--- config.mk ---
export PLATFORM = sky130hd
export DESIGN_NAME = cond_unit
export DESIGN_NICKNAME = d
export VERILOG_FILES = /design/src/rtl/cond_pkg.sv /design/src/rtl/flag_reg.sv /design/src/rtl/cond_unit.sv
export SDC_FILE = /design/constraint.sdc
export NUM_CORES = 1
export LEC_CHECK = 0
export ABC_AREA = 1
export CAP_MARGIN = 30
export CORE_UTILIZATION = 30
export DETAILED_ROUTE_END_ITERATION = 8
export GPL_TIMING_DRIVEN = 0
export HOLD_SLACK_MARGIN = 0.03
export PLACE_DENSITY_LB_ADDON = 0.05
export SYNTH_ARGS = -nofsm -noshare
export SYNTH_HDL_FRONTEND = slang
export SYNTH_SLANG_ARGS = --single-unit
--- constraint.sdc ---
create_clock -name clk -period 2.1 [get_ports clk]
set_input_delay 0.63 -clock clk [delete_from_list [all_inputs] [get_ports clk]]
set_output_delay 0.63 -clock clk [all_outputs]
set_load 0.05 [all_outputs]
--- src/rtl/cond_pkg.sv ---
// Shared definitions for the conditional-execution stage.
//  cond_e      : ARM condition codes as they appear in Instr[31:28]
//  FLAG_*      : bit positions of N, Z, C, V inside a {N,Z,C,V} vector
//  cond_check  : evaluates a condition code against a {N,Z,C,V} vector.
//                Returns 0 for NV; the top decides whether NV executes.
package cond_pkg;

    typedef enum logic [3:0] {
        EQ = 4'b0000,
        NE = 4'b0001,
        CS = 4'b0010,
        CC = 4'b0011,
        MI = 4'b0100,
        PL = 4'b0101,
        VS = 4'b0110,
        VC = 4'b0111,
        HI = 4'b1000,
        LS = 4'b1001,
        GE = 4'b1010,
        LT = 4'b1011,
        GT = 4'b1100,
        LE = 4'b1101,
        AL = 4'b1110,
        NV = 4'b1111
    } cond_e;

    localparam int FLAG_N = 3;
    localparam int FLAG_Z = 2;
    localparam int FLAG_C = 1;
    localparam int FLAG_V = 0;

    function automatic logic cond_check(input cond_e cond, input logic [3:0] flags);
        logic n;
        logic z;
        logic c;
        logic v;
        logic result;
        n = flags[FLAG_N];
        z = flags[FLAG_Z];
        c = flags[FLAG_C];
        v = flags[FLAG_V];
        result = 1'b0;
        case (cond)
            EQ:      result = z;
            NE:      result = ~z;
            CS:      result = c;
            CC:      result = ~c;
            MI:      result = n;
            PL:      result = ~n;
            VS:      result = v;
            VC:      result = ~v;
            HI:      result = c & ~z;
            LS:      result = ~c | z;
            GE:      result = (n == v);
            LT:      result = (n != v);
            GT:      result = ~z & (n == v);
            LE:      result = z | (n != v);
            AL:      result = 1'b1;
            default: result = 1'b0;  // NV: resolved by the caller
        endcase
        return result;
    endfunction

endpackage

--- src/rtl/flag_reg.sv ---
// Architectural NZCV flag register with independent N/Z and C/V write enables.
// Ports:
//  clk      in   rising-edge clock
//  reset    in   synchronous, active-low; loads RESET_FLAGS
//  wrNZ     in   load N,Z from flagsIn
//  wrCV     in   load C,V from flagsIn
//  flagsIn  in   candidate {N,Z,C,V}
//  flags    out  current {N,Z,C,V}
module flag_reg
    import cond_pkg::*;
#(
    parameter logic [3:0] RESET_FLAGS = 4'b0000
) (
    input  logic       clk,
    input  logic       reset,
    input  logic       wrNZ,
    input  logic       wrCV,
    input  logic [3:0] flagsIn,
    output logic [3:0] flags
);

    always_ff @(posedge clk) begin
        if (!reset) begin
            flags <= RESET_FLAGS;
        end else begin
            if (wrNZ) begin
                flags[FLAG_N] <= flagsIn[FLAG_N];
                flags[FLAG_Z] <= flagsIn[FLAG_Z];
            end
            if (wrCV) begin
                flags[FLAG_C] <= flagsIn[FLAG_C];
                flags[FLAG_V] <= flagsIn[FLAG_V];
            end
        end
    end

endmodule

--- src/rtl/cond_unit.sv ---
// Conditional-execution stage following the control decoder.
// Evaluates Cond against the current flags, gates the decoder's write
// requests and registers them for one cycle; updates NZCV when the accepted
// instruction executes.
// Ports:
//  clk, reset          clock, synchronous active-low reset
//  valid_i             decoder output valid
//  stall_i             hold stage and flags (wins over flush_i)
//  flush_i             kill the instruction offered this cycle
//  Cond                Instr[31:28]
//  ALUFlags            {N,Z,C,V} from the ALU for this instruction
//  FlagW               [1] writes N,Z; [0] writes C,V
//  PCS, RegW, MemW     decoder write requests
//  valid_o             stage holds a live instruction
//  CondEx              registered condition result
//  PCSrc/RegWrite/MemWrite  committed enables
//  Flags               current {N,Z,C,V}
module cond_unit
    import cond_pkg::*;
#(
    parameter logic [3:0] RESET_FLAGS = 4'b0000,
    parameter bit         ALLOW_NV    = 1'b0
) (
    input  logic       clk,
    input  logic       reset,
    input  logic       valid_i,
    input  logic       stall_i,
    input  logic       flush_i,
    input  logic [3:0] Cond,
    input  logic [3:0] ALUFlags,
    input  logic [1:0] FlagW,
    input  logic       PCS,
    input  logic       RegW,
    input  logic       MemW,
    output logic       valid_o,
    output logic       CondEx,
    output logic       PCSrc,
    output logic       RegWrite,
    output logic       MemWrite,
    output logic [3:0] Flags
);

    logic  accept;
    logic  condExC;
    cond_e condCode;

    assign accept   = valid_i & ~stall_i & ~flush_i;
    assign condCode = cond_e'(Cond);

    // Evaluated against the flags before this instruction's own update, so a
    // back-to-back successor sees the predecessor's result without a bubble.
    always_comb begin
        condExC = 1'b0;
        if (condCode == NV) begin
            condExC = ALLOW_NV;
        end else begin
            condExC = cond_check(condCode, Flags);
        end
    end

    flag_reg #(
        .RESET_FLAGS(RESET_FLAGS)
    ) uFlagReg (
        .clk    (clk),
        .reset  (reset),
        .wrNZ   (accept & condExC & FlagW[1]),
        .wrCV   (accept & condExC & FlagW[0]),
        .flagsIn(ALUFlags),
        .flags  (Flags)
    );

    // Output pipeline register. Anything other than an accepted instruction
    // (flush or empty input) drains the stage, except a stall which holds.
    always_ff @(posedge clk) begin
        if (!reset) begin
            valid_o  <= 1'b0;
            CondEx   <= 1'b0;
            PCSrc    <= 1'b0;
            RegWrite <= 1'b0;
            MemWrite <= 1'b0;
        end else if (!stall_i) begin
            if (accept) begin
                valid_o  <= 1'b1;
                CondEx   <= condExC;
                PCSrc    <= PCS  & condExC;
                RegWrite <= RegW & condExC;
                MemWrite <= MemW & condExC;
            end else begin
                valid_o  <= 1'b0;
                CondEx   <= 1'b0;
                PCSrc    <= 1'b0;
                RegWrite <= 1'b0;
                MemWrite <= 1'b0;
            end
        end
    end

endmodule

==> flow_metrics.py <==
metrics = {
    "pwr": {
        "leakagePower_nw": 0.463,
        "p_switching_mw": 0.134,
        "p_sw_share_pct": 30.6,
        "p_clk_share_pct": 30.2,
        "power_density_nw_per_um2": 467,
        "p_int_mw": 0.304,
        "max-vdd-ir-drop_mv": 0.250,
        "seqPwrFrac_pct": 40.7,
        "p_comb_share_pct": 29.0,
    },
    "clock_network": {
        "cts.sinks": 9,
        "cts_made_buffers": 3,
        "clk_path_buf_depth": 2,
        "cts.clk_slew.worst_paths_ns": 0.06,
        "clock-root-buffer": "clkbuf_4",
        "post-cts-setup-buffers": 0,
        "htreeDepth": 1,
        "cts_tree": "done",
        "clkLatencyLatePin_ns": 0.26,
    },
    "critical_path": {
        "cpMaxStageDelayCell": "clkdlybuf4s50_1",
        "path_max_fanout": 3,
        "crit_chain": "clkdlybuf4s50_1",
        "cp.arrival_ns": 1.41,
        "startpoint_type": "flip-flop",
        "end_kind": "output pin",
        "cp_num_buf_inv": 1,
        "crit_start": "uFlagReg.flags[1]",
        "max_stage_delay_ns": 0.81,
        "cp_top_family": "buffers and inverters",
        "r2r-start": "uFlagReg.flags[3]",
        "worstPathRequired_ns": 1.47,
        "crit_type": "reg2out",
    },
    "hold_path": {
        "hold_class": "reg2reg",
        "worstHoldStart": "valid_o",
    },
    "timing": {
        "max_slew_margin_pct": 66.7,
        "clock.fmax_ghz": 0.491,
        "skew_ns": 0.00794,
        "hold_viol_final": 0,
        "setup_violations": 0,
        "timing.final.crit_period_ns": 2.04,
        "rsz0062_at_grt": "no",
        "slew_viol_final": 0,
        "worst_pin_slew_ns": 0.499,
        "post-route-period-util_pct": 97.0,
        "tns_ns": 0,
    },
    "global_routing": {
        "overflow": 0,
        "grt_pass1_wl_um": 2160,
        "grt_start_max_net_pins": 11,
        "grt_pass1_vias": 555,
        "grt_antenna_before_repair": 0,
        "grtUsageTotal_pct": 13.1,
    },
    "status": {
        "status": "completed",
    },
    "detailed_routing": {
        "totalWireLength_um": 1390,
        "vias": 698,
        "post_drt_wl_per_cell_um": 8.58,
        "dr.pass1.iters": 4,
        "viasPerCell": 4.31,
        "drt_iter0_drc": 10,
        "drtAntennaViolNets": 0,
        "post-route-drc-count": 0,
    },
    "yosys": {
        "syn_area_per_cell_um2": 5.87,
        "seq_area_frac_synth_pct": 29.0,
        "syn_inst": 106,
        "synth_area_um2": 622,
        "synth_cell_types": 15,
        "yosys_register_bits": 9,
        "synth_warnings": 0,
        "synth_nets": 124,
    },
    "layout": {
        "final_nets": 154,
        "fillers": 241,
        "final_common_cell": "nand2_1",
        "antenna_cells": 0,
        "layout.cells.non_filler": 162,
        "drive_gt1_share_pct": 9.63,
        "final_cell_mix": "35 x nand2_1, 21 x clkdlybuf4s50_1, 18 x inv_1, 14 x nand3_1",
        "seq_area_um2": 180,
        "design_area_um2": 938,
        "multi_input_comb_area_um2": 362,
        "area_growth_pct": 50.9,
    },
    "floorplanning": {
        "initial_core_util_pct": 31.7,
        "die_y_um": 47.5,
        "die_w_um": 47.5,
        "dieArea_um2": 2260,
        "coreArea_um2": 1960,
        "rows": 16,
        "io_pins": 27,
    },
    "placed_design": {
        "dpl-instance-area_um2": 906,
        "dpl.cell_count": 158,
        "place.gp.congestion": 0.842,
        "io_buffers": 25,
        "dp_hpwl_um": 1170,
    },
    "run": {
        "maxCapViolCount": 0,
    },
}
==> cell families (layout without fill, tap and decap cells) <==
group / count (synthesis) / after routing / share of synthesized area, %
buffers and inverters: 21 / 50 / 12.9
AOI/OAI and AO/OA: 7 / 7 / 6.24
and+or+nand+nor: 69 / 69 / 51.9
DFF: 9 / 9 / 29.0
==> path summary, 6_finish.rpt <==
path	to	slack, ns	cells after the start
setup / recovery	Flags[1]	0.06	1
hold reg to reg	valid_o	0.47	2
setup reg to reg	uFlagReg.flags[1]	0.70	11
hold / removal	valid_o	0.47	2
==> what timing repair did <==
| action | 4_1_cts | 5_1_grt |
|---|---|---|
| gates resized for setup | 1 | 3 |
| endpoints found under the hold margin | 0 | 0 |
| setup endpoints to repair | 1 | 5 |
| hold buffers | 0 | 0 |
==> through the flow <==
| step | util (%) | hold slack (ns) | power [mW] | worst slack (ns) |
|---|---|---|---|---|
| 2_1_floorplan | - | 0.671 | 0.255 | 0.461 |
| 3_3_place_gp | 46.2 | 0.448 | 0.312 | -0.102 |
| 3_5_place_dp | 46.2 | 0.461 | 0.311 | -0.101 |
| 4_1_cts | 47.4 | 0.472 | 0.446 | 0.000825 |
| 5_1_grt | 47.8 | 0.486 | 0.469 | 0.0169 |
| 6_report | 47.8 | 0.468 | 0.439 | 0.0640 |
==> cell usage after synthesis <==
cell,n,area share [%]
inv_2,1,0.60
dfxtp_1,9,29
nand3_1,14,11
nand3_4,1,2.8
nand3_2,2,3.2
nor2_1,9,5.4
nor2_2,2,2.0
inv_1,18,11
nand4_1,4,4.0
nand2_1,35,21
nand2_2,2,2.0
a21oi_2,1,1.4
clkinv_1,1,0.60
a21oi_1,6,4.8
buf_2,1,0.80
==> power groups by stage <==
stage | combinational [mW] | sequential [mW] | clock (mW)
6_report | 0.127 | 0.179 | 0.133
3_5_place_dp | 0.129 | 0.183 | 0
5_1_grt | 0.141 | 0.179 | 0.149
2_1_floorplan | 0.0565 | 0.199 | 0
4_1_cts | 0.129 | 0.179 | 0.138
3_3_place_gp | 0.129 | 0.183 | 0
==> cell type report <==
| type | count | share of cell area [%] |
|---|---|---|
| buffer | 1 | 0.533 |
| multi-input combinational | 76 | 38.5 |
| timing repair buffer | 25 | 27.3 |
| inverter | 20 | 8.00 |
| tap | 27 | 3.60 |
| clock buffer | 4 | 2.80 |
| sequential | 9 | 19.2 |
==> state kept, by name, summed over array words and instances (netlist names) <==
signal and flops:
RegWrite 1, valid_o 1, CondEx 1, uFlagReg.flags 4, MemWrite 1, PCSrc 1
==> layer usage <==
metal / global-route usage, % / vias to the layer above / wire (um)
met5: 0 / - / 0
met2: 20.5 / 15 / 631
met3: 2.26 / 2 / 51
met4: 5.00 / 0 / 10
met1: 17.9 / 293 / 697
li1: - / 388 / -
==> worst register-to-register path: cells and delay by family (launching register included) <==
family	cells	cell delay [ns]
buffers and inverters	2	0.14
and+or+nand+nor	9	0.79
DFF	1	0.38
Note: power is estimated with default switching activity, not from simulation.
